===== config.mk =====
export PLATFORM = sky130hd
export DESIGN_NAME = multicycle_control_fsm
export DESIGN_NICKNAME = d
export VERILOG_FILES = /design/src/rtl/riscv_ctrl_pkg.sv /design/src/rtl/mem_wait_timer.sv /design/src/rtl/multicycle_control_fsm.sv
export SDC_FILE = /design/constraint.sdc
export NUM_CORES = 1
export LEC_CHECK = 0
export BUFFER_PORTS_ARGS = -buffer_cell sky130_fd_sc_hd__buf_2
export CORE_UTILIZATION = 57
export CTS_BUF_LIST = sky130_fd_sc_hd__clkbuf_8
export CTS_CLUSTER_SIZE = 24
export DETAILED_ROUTE_END_ITERATION = 10
export PLACE_DENSITY = 0.95
export SLEW_MARGIN = 25
export SYNTH_ARGS = -nofsm -noshare
export SYNTH_HDL_FRONTEND = slang
export SYNTH_SLANG_ARGS = --single-unit

===== constraint.sdc =====
create_clock -name clk -period 3 [get_ports clk]
set_input_delay 0.45 -clock clk [delete_from_list [all_inputs] [get_ports clk]]
set_output_delay 0.45 -clock clk [all_outputs]
set_load 0.01 [all_outputs]

===== src/rtl/riscv_ctrl_pkg.sv =====
// Shared encodings for the multicycle RISC-V control path: opcodes, FSM states,
// ALU operand/operation selects and the bundled control word.
package riscv_ctrl_pkg;

  localparam logic [6:0] OP_RTYPE  = 7'b0110011;
  localparam logic [6:0] OP_LOAD   = 7'b0000011;
  localparam logic [6:0] OP_STORE  = 7'b0100011;
  localparam logic [6:0] OP_BRANCH = 7'b1100011;

  typedef enum logic [3:0] {
    S_FETCH     = 4'd0,
    S_DECODE    = 4'd1,
    S_EXEC_R    = 4'd2,
    S_EXEC_ADDR = 4'd3,
    S_EXEC_BR   = 4'd4,
    S_MEM_RD    = 4'd5,
    S_MEM_WR    = 4'd6,
    S_WB_R      = 4'd7,
    S_WB_LD     = 4'd8,
    S_TRAP      = 4'd9
  } state_t;

  typedef enum logic [1:0] {
    SRCB_REG  = 2'b00,
    SRCB_FOUR = 2'b01,
    SRCB_IMM  = 2'b10
  } alusrcb_t;

  typedef enum logic [1:0] {
    ALU_ADD   = 2'b00,
    ALU_SUB   = 2'b01,
    ALU_FUNCT = 2'b10
  } aluop_t;

  typedef struct packed {
    logic     pc_write;
    logic     ir_write;
    logic     mem_read;
    logic     mem_write;
    logic     reg_write;
    logic     mem_to_reg;
    logic     iord;
    logic     alu_src_a;
    logic     pc_src;
    alusrcb_t alu_src_b;
    aluop_t   alu_op;
    logic     trap;
    logic     retire;
  } ctrl_t;

  // States that wait on the memory handshake and therefore run the timeout.
  function automatic logic is_mem_state(state_t s);
    return (s == S_FETCH) || (s == S_MEM_RD) || (s == S_MEM_WR);
  endfunction

endpackage


===== src/rtl/mem_wait_timer.sv =====
// Counts consecutive stalled memory cycles; expired flags the timeout limit.
module mem_wait_timer #(
  parameter int unsigned MEM_TIMEOUT = 15
) (
  input  logic clk,
  input  logic reset,
  input  logic count_en,
  input  logic clear,
  output logic expired
);

  logic [7:0] cnt_q, cnt_d;

  always_comb begin
    cnt_d = cnt_q;
    if (clear)
      cnt_d = '0;
    else if (count_en && (cnt_q != 8'hFF))
      cnt_d = cnt_q + 8'd1;
  end

  always_ff @(posedge clk or posedge reset) begin
    if (reset) cnt_q <= '0;
    else       cnt_q <= cnt_d;
  end

  assign expired = (cnt_q == 8'(MEM_TIMEOUT));

endmodule


===== src/rtl/multicycle_control_fsm.sv =====
// Multicycle RISC-V control FSM: Moore decode off the registered state, with
// mem_ready/zero folded in only for the handshake-qualified strobes.
module multicycle_control_fsm
  import riscv_ctrl_pkg::*;
#(
  parameter int unsigned MEM_TIMEOUT = 15
) (
  input  logic       clk,
  input  logic       reset,
  input  logic [6:0] opcode,
  input  logic       zero,
  input  logic       mem_ready,
  output logic       PCWrite,
  output logic       IRWrite,
  output logic       MemRead,
  output logic       MemWrite,
  output logic       RegWrite,
  output logic       MemToReg,
  output logic       IorD,
  output logic       ALUSrcA,
  output logic       PCSrc,
  output logic [1:0] ALUSrcB,
  output logic [1:0] ALUop,
  output logic       trap,
  output logic       retire,
  output logic [3:0] state
);

  state_t state_q, state_d;
  logic   expired;
  ctrl_t  c;

  mem_wait_timer #(.MEM_TIMEOUT(MEM_TIMEOUT)) u_wait (
    .clk      (clk),
    .reset    (reset),
    .count_en (is_mem_state(state_q) && !mem_ready),
    .clear    (state_d != state_q),
    .expired  (expired)
  );

  // A handshake in the same cycle as the timeout wins over the trap.
  always_comb begin
    state_d = state_q;
    case (state_q)
      S_FETCH:     if (mem_ready) state_d = S_DECODE;
                   else if (expired) state_d = S_TRAP;
      S_DECODE: begin
        case (opcode)
          OP_RTYPE:          state_d = S_EXEC_R;
          OP_LOAD, OP_STORE: state_d = S_EXEC_ADDR;
          OP_BRANCH:         state_d = S_EXEC_BR;
          default:           state_d = S_TRAP;
        endcase
      end
      S_EXEC_R:    state_d = S_WB_R;
      S_EXEC_ADDR: state_d = (opcode == OP_STORE) ? S_MEM_WR : S_MEM_RD;
      S_EXEC_BR:   state_d = S_FETCH;
      S_MEM_RD:    if (mem_ready) state_d = S_WB_LD;
                   else if (expired) state_d = S_TRAP;
      S_MEM_WR:    if (mem_ready) state_d = S_FETCH;
                   else if (expired) state_d = S_TRAP;
      S_WB_R,
      S_WB_LD:     state_d = S_FETCH;
      default:     state_d = S_TRAP;
    endcase
  end

  always_ff @(posedge clk or posedge reset) begin
    if (reset) state_q <= S_FETCH;
    else       state_q <= state_d;
  end

  always_comb begin
    c = '0;
    case (state_q)
      S_FETCH: begin
        c.mem_read  = 1'b1;
        c.alu_src_b = SRCB_FOUR;
        c.ir_write  = mem_ready;
        c.pc_write  = mem_ready;
      end
      S_DECODE:    c.alu_src_b = SRCB_IMM;
      S_EXEC_R: begin
        c.alu_src_a = 1'b1;
        c.alu_op    = ALU_FUNCT;
      end
      S_EXEC_ADDR: begin
        c.alu_src_a = 1'b1;
        c.alu_src_b = SRCB_IMM;
      end
      S_EXEC_BR: begin
        c.alu_src_a = 1'b1;
        c.alu_op    = ALU_SUB;
        c.pc_src    = 1'b1;
        c.pc_write  = zero;
        c.retire    = 1'b1;
      end
      S_MEM_RD: begin
        c.mem_read = 1'b1;
        c.iord     = 1'b1;
      end
      S_MEM_WR: begin
        c.mem_write = 1'b1;
        c.iord      = 1'b1;
        c.retire    = mem_ready;
      end
      S_WB_R: begin
        c.reg_write = 1'b1;
        c.retire    = 1'b1;
      end
      S_WB_LD: begin
        c.reg_write  = 1'b1;
        c.mem_to_reg = 1'b1;
        c.retire     = 1'b1;
      end
      S_TRAP:      c.trap = 1'b1;
      default:     c = '0;
    endcase
  end

  // Reset is asynchronous, so side-effecting strobes are masked combinationally.
  assign PCWrite  = c.pc_write  & ~reset;
  assign IRWrite  = c.ir_write  & ~reset;
  assign MemRead  = c.mem_read  & ~reset;
  assign MemWrite = c.mem_write & ~reset;
  assign RegWrite = c.reg_write & ~reset;
  assign retire   = c.retire    & ~reset;
  assign MemToReg = c.mem_to_reg;
  assign IorD     = c.iord;
  assign ALUSrcA  = c.alu_src_a;
  assign PCSrc    = c.pc_src;
  assign ALUSrcB  = c.alu_src_b;
  assign ALUop    = c.alu_op;
  assign trap     = c.trap;
  assign state    = state_q;

endmodule


==> results.md <==
* DP HPWL at 1935 µm
* Post-DR vias/cell at slightly above 6
* Root buf cell: clkbuf_8
* Peak supply drop at around 0.42 mV
* Ratio of cells with drive above 1 in the final layout at about 30%
* Top-count cell post-synth: nor2_1
* RR Startpoint: state[0]
* Critical Path Source Type: register
* CTS max path bufs at 2
* Sequential Power Share at between 30 and 40%
* CORE AREA at 1594 µm²
* Setup crit start: state[2]
* Htree depth at 1
* Post-Layout Cell Count at approximately 170
* Mapped Area at 1017 µm²
* Post-CTS setup buffers at 0
* Total Wirelength at around 2600 µm
* Register area share after synthesis at 29.52%
* #FFs+latches synth at 12
* Minimum clock period at between 2 and 2.5 ns
* Initial antenna violation count at 0
* Combinational share of power at between 30% and 40%
* Sw frac at 38.99%
* Ys flop type: dfrtp_1
* Maximum clock rate at between 400 and 500 MHz
* Filler instances at about 120
* Area grow syn2layout at 18.20%
* Vias in the first global route at approximately 950
* Global-route wire length before repair at 4091 µm
* Largest net degree at the start of global routing at 21
* Reg clk slew, reported paths at around 0.050 ns
* WL per Instance at roughly 15 µm
* Flop2flop setup slack at roughly 0.74 ns
* Slew headroom at 60.51%
* Netlist cell types at 49
* Sw power at between 200 and 300 µW
* Cell Pwr Density at around 540 nW/µm²
* Avg Inst Size Synth at around 8.4 µm²
* IO Count at 30
* Worst R2R End: u_wait.cnt_q[3]
* Cell taking the most area after synthesis: dfrtp_1
* Max-cap check violation count at 0
* CP Class: reg2out
* Yosys top cell area share at just under 30%
* Post_cts resized at 0
* Die X at around 44 µm
* Dpl cells at 167
* Ranking of synthesized cells by area: dfrtp_1 (30%), nor2_1 (5.9%), xnor2_1 (5.2%)
* N_diodes at 0
* Leakage power at 0.0005672 µW
* Critical Path RT at ~2.6 ns
* TritonCTS clock tree: built
* Fin nets at 160
* R2R cell count at 5
* Syn_nets at 133
* Total track usage at approximately 28%
* Max FO, Critical Path at 15
* RSZ-0062 raised after global routing: false
* Residual DRC at 4
* Clk_skew at between 0.0004 and 0.0005 ns
* Detailed Route Iter0 Violations at 37
* Worst-skew pair later-pin latency at roughly 0.24 ns
* Post-synth EDFFs at 0
* Register area at ~300 µm²
* Fin util at 75.43%
* Failing checks: DRC
* Worst Hold Class: in2async
* Post-place setup slack at 0.7784 ns
* Initial DRT Pass Iterations at 9
* Data arrival, critical path at 1.88 ns
* Synth cell count leaders: nor2_1 (16), dfrtp_1 (12), nand2_1 (8)
* Clk sink count at 12
* Setup Viol. Count Final at 0
* Area occupied by multi-input gates at around 650 µm²
* Crit path capture type: output pin
* Syn Inst Count at between 100 and 150
* Measured slew at the worst slew-check pin at ~0.59 ns
* Post-CTS Hold Fix Bufs at 0
* Period utilization at slightly below 80%
* PortBufs at 29
* Async S/R FF share, synth at 100.0%
* Core Rows at 14
* Die area at approximately 2000 µm²
* Setup TNS at 0 ns
* ANT nets after route at 0
* Clock network fraction of design power at between 20% and 30%
* Final Hold Fails at 0
* Gr ovfl total at 0
* Power Internal at roughly 400 µW
* TritonCTS Buffers at 3
* Outcome: finished with violations
* Final Max Tran Viols at 0
* Synthesis Warnings at 0
* Initial Utilization at roughly 64%
* GP Congestion at between 0.8 and 0.9
* Die Height at 44.25 µm
* DR vias at 1066
* Final worst slack at between 0.6 and 0.7 ns
## how the worst max path moves through the flow
| stage | end | slack (ns) | depth (start not counted) |
|---|---|---|---|
| after global placement | u_wait.cnt_q[6] | 0.96 | 5 |
| after CTS | PCWrite | 0.69 | 5 |
| final | PCWrite | 0.67 | 4 |
| after global routing | PCWrite | 0.52 | 4 |
| after floorplan | PCWrite | 1.04 | 4 |
| after detailed placement | u_wait.cnt_q[3] | 0.78 | 5 |
## layer usage
metal,GRT usage (%),wire length (µm)
met4,15.15,32
met5,0,0
met2,49.71,1300
met3,3.265,209
met1,33.51,1036
## placed cells by master (no fill, tap or decap), drive strengths merged, types with 2 or more instances in the layout
cell type,Yosys,routed
nor2,16,16
or2,2,2
dfrtp,12,12
nand2,8,8
and3,2,2
a31oi,2,2
nand4,2,2
a21oi,5,5
nand2b,3,3
nand3,3,3
clkbuf,4,4
nor2b,2,2
xnor2,6,6
inv,7,7
xor2,2,2
buf,3,29
nor3b,3,3
nor4,4,4
nor3,6,6
o21ai,5,5
a41oi,2,2
## kinds of logic after synthesis
| logic type | Yosys count | synth area share [%] |
|---|---|---|
| AND/OR/NAND/NOR | 56 | 32.72 |
| AO/OA/AOI/OAI | 29 | 21.65 |
| buffers and inverters | 14 | 7.011 |
| flip-flops | 12 | 29.52 |
| XOR/XNOR | 8 | 6.888 |
| multiplexers | 1 | 0.9840 |
| adder cells (fa/ha/maj) | 1 | 1.230 |
## cell type report
cell class | count | share of cell area (%)
clock buffer | 4 | 4.579
inverter | 7 | 2.185
multi-input combinational | 95 | 53.69
sequential | 12 | 24.97
tap | 24 | 2.497
timing repair buffer | 29 | 12.07
## worst max-delay path, stage by stage (launching register included)
cell	delay, ns
dfrtp_1	0.61
nand2b_1	0.22
nor3_1	0.46
a31o_2	0.23
buf_2	0.12
## metrics by stage
| step | total power [µW] | hold WS (ns) | cell area, µm² |
|---|---|---|---|
| after detailed placement | 474.7 | 0.5456 | 1147 |
| final | 651.1 | 0.2854 | 1202 |
| after global routing | 692.7 | 0.3052 | 1202 |
| after floorplan | 397.1 | 0.3282 | 1017 |
| after global placement | 461.9 | 0.5276 | 1147 |
| after CTS | 650.0 | 0.2883 | 1202 |
## state kept, by name (all words and copies together), names as in the netlist
register,cells
state,4
u_wait.cnt_q,8
## power by group through the flow
stage               Sequential (µW)  Combinational [µW]  Clock (µW)
detailed placement              224                 251           0
finish                          223                 255         173
floorplan                       201                 196           0
global route                    228                 280         185
global placement                220                 242           0
CTS                             221                 252         177
No activity file was read; power rests on OpenSTA's default activity.
